## src/rtl/weight_skew_buffer.sv

```systemverilog
// Per-column weight FIFO bank feeding the systolic array north edge.
// One burst command fans out to all columns, diagonally skewed or aligned.
module weight_skew_buffer #(
  parameter int COLS   = 4,
  parameter int DWIDTH = 8,
  parameter int DEPTH  = 16,
  localparam int LW    = $clog2(DEPTH+1)
) (
  input  logic                   clk,
  input  logic                   rstn,
  input  logic [COLS-1:0]        wr_en,
  input  logic [COLS*DWIDTH-1:0] i_data,
  input  logic                   start,
  input  logic [LW-1:0]          burst_len,
  input  logic                   skew_mode,
  input  logic                   flush,
  input  logic                   err_clr,
  output logic                   busy,
  output logic                   done,
  output logic [COLS-1:0]        o_valid,
  output logic [COLS*DWIDTH-1:0] o_data,
  output logic [COLS-1:0]        full,
  output logic [COLS-1:0]        empty,
  output logic [COLS-1:0]        err_ovf,
  output logic [COLS-1:0]        err_udf
);

  localparam int AW = $clog2(DEPTH);
  localparam int CW = (LW > $clog2(COLS)) ? LW : $clog2(COLS);

  typedef enum logic [1:0] {IDLE, RUN, DRAIN} state_e;

  state_e                   state_q, state_d;
  logic [CW-1:0]            cnt_q, cnt_d;
  logic                     mode_q, mode_d;
  logic [COLS-2:0]          sk_q, sk_d;
  logic                     rd0;
  logic [COLS-1:0]          rd;
  logic [COLS-1:0][AW-1:0]  head_q, head_d;
  logic [COLS-1:0][AW-1:0]  tail_q, tail_d;
  logic [COLS-1:0][LW-1:0]  fcnt_q, fcnt_d;
  logic [DWIDTH-1:0]        mem_q [COLS][DEPTH];
  logic [COLS-1:0]          rd_g, wr_g, do_rd, do_wr, ovf, udf;
  logic [COLS-1:0]          o_valid_q, o_valid_d;
  logic [COLS*DWIDTH-1:0]   o_data_q, o_data_d;
  logic [COLS-1:0]          err_ovf_q, err_ovf_d;
  logic [COLS-1:0]          err_udf_q, err_udf_d;

  always_comb begin
    state_d = state_q;
    cnt_d   = cnt_q;
    mode_d  = mode_q;
    rd0     = 1'b0;
    done    = 1'b0;
    unique case (state_q)
      IDLE: begin
        if (start && burst_len != '0) begin
          state_d = RUN;
          cnt_d   = CW'(burst_len);
          mode_d  = skew_mode;
        end
      end
      RUN: begin
        rd0   = 1'b1;
        cnt_d = cnt_q - CW'(1);
        if (cnt_q == CW'(1)) begin
          state_d = DRAIN;
          cnt_d   = mode_q ? CW'(COLS-1) : '0;
        end
      end
      DRAIN: begin
        if (cnt_q == '0) begin
          done    = 1'b1;
          state_d = IDLE;
        end else begin
          cnt_d = cnt_q - CW'(1);
        end
      end
      default: state_d = IDLE;
    endcase
    if (flush) begin
      state_d = IDLE;
      cnt_d   = '0;
    end
  end

  assign busy = (state_q != IDLE);

  // sk_q[i] is rd0 delayed i+1 cycles
  always_comb begin
    sk_d    = '0;
    sk_d[0] = rd0;
    for (int c = 1; c < COLS-1; c++) sk_d[c] = sk_q[c-1];
    if (flush) sk_d = '0;
    rd    = '0;
    rd[0] = rd0;
    for (int c = 1; c < COLS; c++) rd[c] = mode_q ? sk_q[c-1] : rd0;
  end

  always_comb begin
    full  = '0;
    empty = '0;
    for (int c = 0; c < COLS; c++) begin
      full[c]  = (fcnt_q[c] == LW'(DEPTH));
      empty[c] = (fcnt_q[c] == '0);
    end
  end

  // A read on a full FIFO frees the slot a same-cycle write needs
  always_comb begin
    head_d    = head_q;
    tail_d    = tail_q;
    fcnt_d    = fcnt_q;
    o_data_d  = o_data_q;
    o_valid_d = '0;
    rd_g      = rd & ~{COLS{flush}};
    wr_g      = wr_en & ~{COLS{flush}};
    udf       = rd_g & empty;
    do_rd     = rd_g & ~empty;
    ovf       = wr_g & full & ~rd_g;
    do_wr     = wr_g & ~ovf;
    for (int c = 0; c < COLS; c++) begin
      head_d[c]    = head_q[c] + AW'(do_rd[c]);
      tail_d[c]    = tail_q[c] + AW'(do_wr[c]);
      fcnt_d[c]    = fcnt_q[c] + LW'(do_wr[c]) - LW'(do_rd[c]);
      o_valid_d[c] = rd_g[c];
      if (do_rd[c]) o_data_d[c*DWIDTH +: DWIDTH] = mem_q[c][head_q[c]];
      else if (udf[c]) o_data_d[c*DWIDTH +: DWIDTH] = '0;
    end
    if (flush) begin
      head_d = '0;
      tail_d = '0;
      fcnt_d = '0;
    end
    err_ovf_d = (err_clr ? '0 : err_ovf_q) | ovf;
    err_udf_d = (err_clr ? '0 : err_udf_q) | udf;
  end

  always_ff @(posedge clk) begin
    for (int c = 0; c < COLS; c++)
      if (do_wr[c]) mem_q[c][tail_q[c]] <= i_data[c*DWIDTH +: DWIDTH];
  end

  always_ff @(posedge clk or negedge rstn) begin
    if (!rstn) begin
      state_q   <= IDLE;
      cnt_q     <= '0;
      mode_q    <= 1'b0;
      sk_q      <= '0;
      head_q    <= '0;
      tail_q    <= '0;
      fcnt_q    <= '0;
      o_valid_q <= '0;
      o_data_q  <= '0;
      err_ovf_q <= '0;
      err_udf_q <= '0;
    end else begin
      state_q   <= state_d;
      cnt_q     <= cnt_d;
      mode_q    <= mode_d;
      sk_q      <= sk_d;
      head_q    <= head_d;
      tail_q    <= tail_d;
      fcnt_q    <= fcnt_d;
      o_valid_q <= o_valid_d;
      o_data_q  <= o_data_d;
      err_ovf_q <= err_ovf_d;
      err_udf_q <= err_udf_d;
    end
  end

  assign o_valid = o_valid_q;
  assign o_data  = o_data_q;
  assign err_ovf = err_ovf_q;
  assign err_udf = err_udf_q;

endmodule
```

## config.mk

```make
export PLATFORM = sky130hd
export DESIGN_NAME = weight_skew_buffer
export DESIGN_NICKNAME = d
export VERILOG_FILES = /design/src/rtl/weight_skew_buffer.sv
export SDC_FILE = /design/constraint.sdc
export NUM_CORES = 1
export LEC_CHECK = 0
export CORE_UTILIZATION = 30
export DETAILED_ROUTE_END_ITERATION = 6
export PLACE_DENSITY_LB_ADDON = 0.05
export SYNTH_ARGS = -nofsm -noshare
export SYNTH_HDL_FRONTEND = slang
export SYNTH_SLANG_ARGS = --single-unit
```

## constraint.sdc

```tcl
create_clock -name clk -period 7.8 [get_ports clk]
set_clock_uncertainty 0.2 [all_clocks]
set_input_delay 1.95 -clock clk [delete_from_list [all_inputs] [get_ports clk]]
set_output_delay 1.95 -clock clk [all_outputs]
set_load 0.1 [all_outputs]
```

==> qor.yml <==
final_layout:
  syn_to_final_growth_pct: 18.08
  nNetsFinal: 1564
  fin_cells: 2593
  antenna_cells: 0
  drive_gt1_share_pct: 18.45
  fill_cells: 7623
power_and_ir_drop:
  p_clk_share_pct: 35.9
  p_comb_share_pct: 21.5
  seqPwrFrac_pct: 42.6
  power-per-cell-area_nw_per_um2: 309.0
  p_int_uw: 6299
  switching_share_pct: 30.93
  leakagePower_uw: 0.009681
  peakVddDrop_v: 0.0002723
  p_switching_uw: 2821
outcome:
  outcome: "completed"
die:
  fp.dieH_um: 290.6
  num_io_pins: 101
  die_w_um: 290.6
  start_util_pct: 30.39
  die-area_um2: 84470
  core_area_um2: 82240
  row_count: 105
yosys:
  synth-simple-area-share_pct: 4.831
  yosys_warnings: 0
  synth_top_family_by_area: "multiplexers"
  synth-async-reset-ratio_pct: 17.15
  synth_area_leader_cell: "edfxtp_1"
  ys_seq_area_share_pct: 72.13
  synth_xor_area_share_pct: 0.9812
  yosys.area.top_type_share_pct: 61.51
  synth_compound_area_share_pct: 2.964
  postSynthCellCount: 1340
  synth_nets: 1436
  synth-seq-cells: 618
  synth_edf_count: 512
  ys_types: 54
  synth.avg_cell_area_um2: 18.65
  synthTopCellsByArea: "edfxtp_1, mux4_2, dfrtp_1, mux2i_1, ha_1"
  synthAdderAreaFrac_pct: 2.573
  syn_area_um2: 24990
  synth_top_flop_cell: "edfxtp_1"
  synth_mux_area_share_pct: 14.63
setup_path:
  cp.required_ns: 5.65
  crit_fanout: 5
  crit_slowest_cell: "clkdlybuf4s50_1"
  end_kind: "primary output"
  critical_path.top_delay_family: "buffers and inverters"
  crit_path_frequent_cell: "inv_1"
  critPathBufInv: 3
  cp.arrival_ns: 3.32
  critical_path_class: "reg -> out"
  cp-start-kind: "flip-flop"
  worstPathCellList: "inv_1 > ha_1 > nor4b_1 > nand2_1 > inv_1 > clkdlybuf4s50_1"
  cpPeakStageDelay_ns: 1.15
timing:
  slew_headroom_pct: 21.61
  tightestPinTransition_ns: 1.172
  fin_tns_setup_ns: 0
  fin_crit_ns: 5.466
  hold_viol_final: 0
  rsz0062_at_grt: "no"
  max_freq_mhz: 183.0
  finalSetupViolCount: 0
  drv_slew: 0
  fin_crit_sh_pct: 70.07
clock_network:
  htree_num_levels: 3
  insertion_delay_ns: 0.60
  cts_resized: 0
  clk_pin_slew_ns: 0.05
  cts_tree: "done"
  post_cts_hold_buffer_count: 0
  cts_max_path_buffers: 3
  clock_sinks: 618
  post_cts_buffers: 0
  cts_buffers: 72
  clock-root-buffer: "clkbuf_16"
min_path:
  hp-class: "reg -> reg"
placed_design:
  place_hpwl_um: 36910
  dp_cells: 2464
  gp_congestion: 0.7199
  portBuffers: 100
global_route:
  grtUsageTotal_pct: 14.17
  antenna_found_initial: 4
  grt_pass1_vias: 13190
  grt_overflow_total: 0
  grt_first_pass_wirelength_um: 88660
  grt_max_degree: 70
routing:
  wl_per_cell_um: 22.71
  drt_wl_total_um: 58890
  vias_per_cell: 4.750
  drc: 0
  first_iter_violations: 628
  antenna_left: 0
  dr.pass1.iters: 4
  vias: 12320
run:
  drv_cap: 0
power groups by stage:
stage | registers, uW | clock network (uW) | logic, uW
finish | 3880 | 3270 | 1960
detailed placement | 3950 | 0 | 1990
CTS | 3890 | 3390 | 2000
floorplan | 4450 | 0 | 923
global route | 3910 | 3500 | 2100
global placement | 3960 | 0 | 1990
through the flow:
stage	hold WS [ns]	utilization (%)	power, uW	setup slack [ns]	area (um^2)
floorplan	0.2646	-	5370	1.205	24990
global placement	0.2888	33.11	5949	2.658	27230
detailed placement	0.2830	33.11	5940	2.633	27230
CTS	0.2981	35.89	9277	2.307	29510
global route	0.3318	35.89	9512	2.170	29510
finish	0.2930	35.89	9119	2.334	29510
worst paths after layout:
check / from / end / slack, ns / cells after the start
max: cnt_q[0]$_DFFE_PN0P_ / done / 2.33 / 6
min: sk_q[1]$_DFF_PN0_ / sk_q[2]$_DFF_PN0_ / 0.29 / 1
min reg2reg: sk_q[1]$_DFF_PN0_ / sk_q[2]$_DFF_PN0_ / 0.29 / 1
min in group asynchronous: rstn / err_ovf[2]$_DFF_PN0_ / 1.10 / 1
max reg2reg: state_q[1]$_DFFE_PN0P_ / fcnt_q[4]$_DFF_PN0_ / 3.96 / 12
max in group asynchronous: rstn / head_q[0]$_DFF_PN0_ / 4.86 / 2
synth_stat cells (13+ instances only):
cell type    n
xnor2_1     15
buf_2       24
clkbuf_1    32
nand3_1     16
mux4_2     128
a21oi_1     18
mux2i_1     75
edfxtp_1   512
nor2_1      81
nor3_1      16
dfrtp_1    106
nand2b_1    13
o221ai_1    25
a22o_1      13
inv_1       46
ha_1        45
xor2_1      13
nor2b_1     28
nand2_1     42
sequential cells by signal, indices dropped and copies added (netlist names), 2 cells and up:
signal,flops
state_q,2
err_ovf,4
tail_q,16
head_q,16
o_data,32
cnt_q,5
sk_q,3
fcnt_q,20
err_udf,4
mem_q,512
o_valid,3
layer usage:
layer	wire, um	global-route usage, %	vias up	share of wire [%]
li1	-	-	5544	-
met1	28390	20.20	6458	48
met2	26760	21.89	226	45
met3	2604	2.814	87	4.4
met4	1130	4.039	2	1.9
met5	11	0	-	0.019
area by class of cell:
| type | instances | area (um^2) | share of cell area, % |
|---|---|---|---|
| Inverter | 46 | 172.7 | 0.5850 |
| Tap cell | 1070 | 1339 | 4.536 |
| Clock inverter | 33 | 305.3 | 1.034 |
| Sequential cell | 618 | 18030 | 61.10 |
| Clock buffer | 96 | 1974 | 6.690 |
| Timing Repair Buffer | 121 | 1157 | 3.921 |
| Multi-Input combinational cell | 609 | 6533 | 22.13 |
worst reg2reg max path, cell delays in order, from the launching register on:
cell      delay [ns]
dfrtp_1         0.38
inv_1           0.10
ha_1            0.50
nand2b_1        0.36
nor2_1          0.68
ha_1            0.25
inv_1           0.04
ha_1            0.20
fa_1            0.40
a21oi_1         0.14
nor2_1          0.06
or3_1           0.34
a21oi_1         0.14
kinds of logic (layout without fill, tap and decap cells):
group	Yosys count	count (layout)
simple gates	235	235
xor+xnor	28	28
flops	618	618
compound gates	92	92
mux	205	205
buf+inv	113	296
fa+ha+maj	49	49
layout by cell type, fill, tap and decap left out, types with 6 or more instances in the layout:
cell type	count
a21o_1	7
a21oi_1	18
a22o_1	13
buf_4	22
clkbuf_1	18
clkbuf_16	74
clkdlybuf4s50_1	98
clkinv_1	13
clkinv_2	8
dfrtp_1	102
edfxtp_1	512
ha_1	45
inv_1	46
mux2i_1	75
mux4_2	128
nand2_1	42
nand2b_1	13
nand3_1	16
nand3b_1	8
nor2_1	81
nor2b_1	28
nor3_1	8
nor3_2	11
nor4b_1	6
o221ai_1	25
xnor2_1	15
xor2_1	13
No activity file was read; power rests on OpenSTA's default activity.
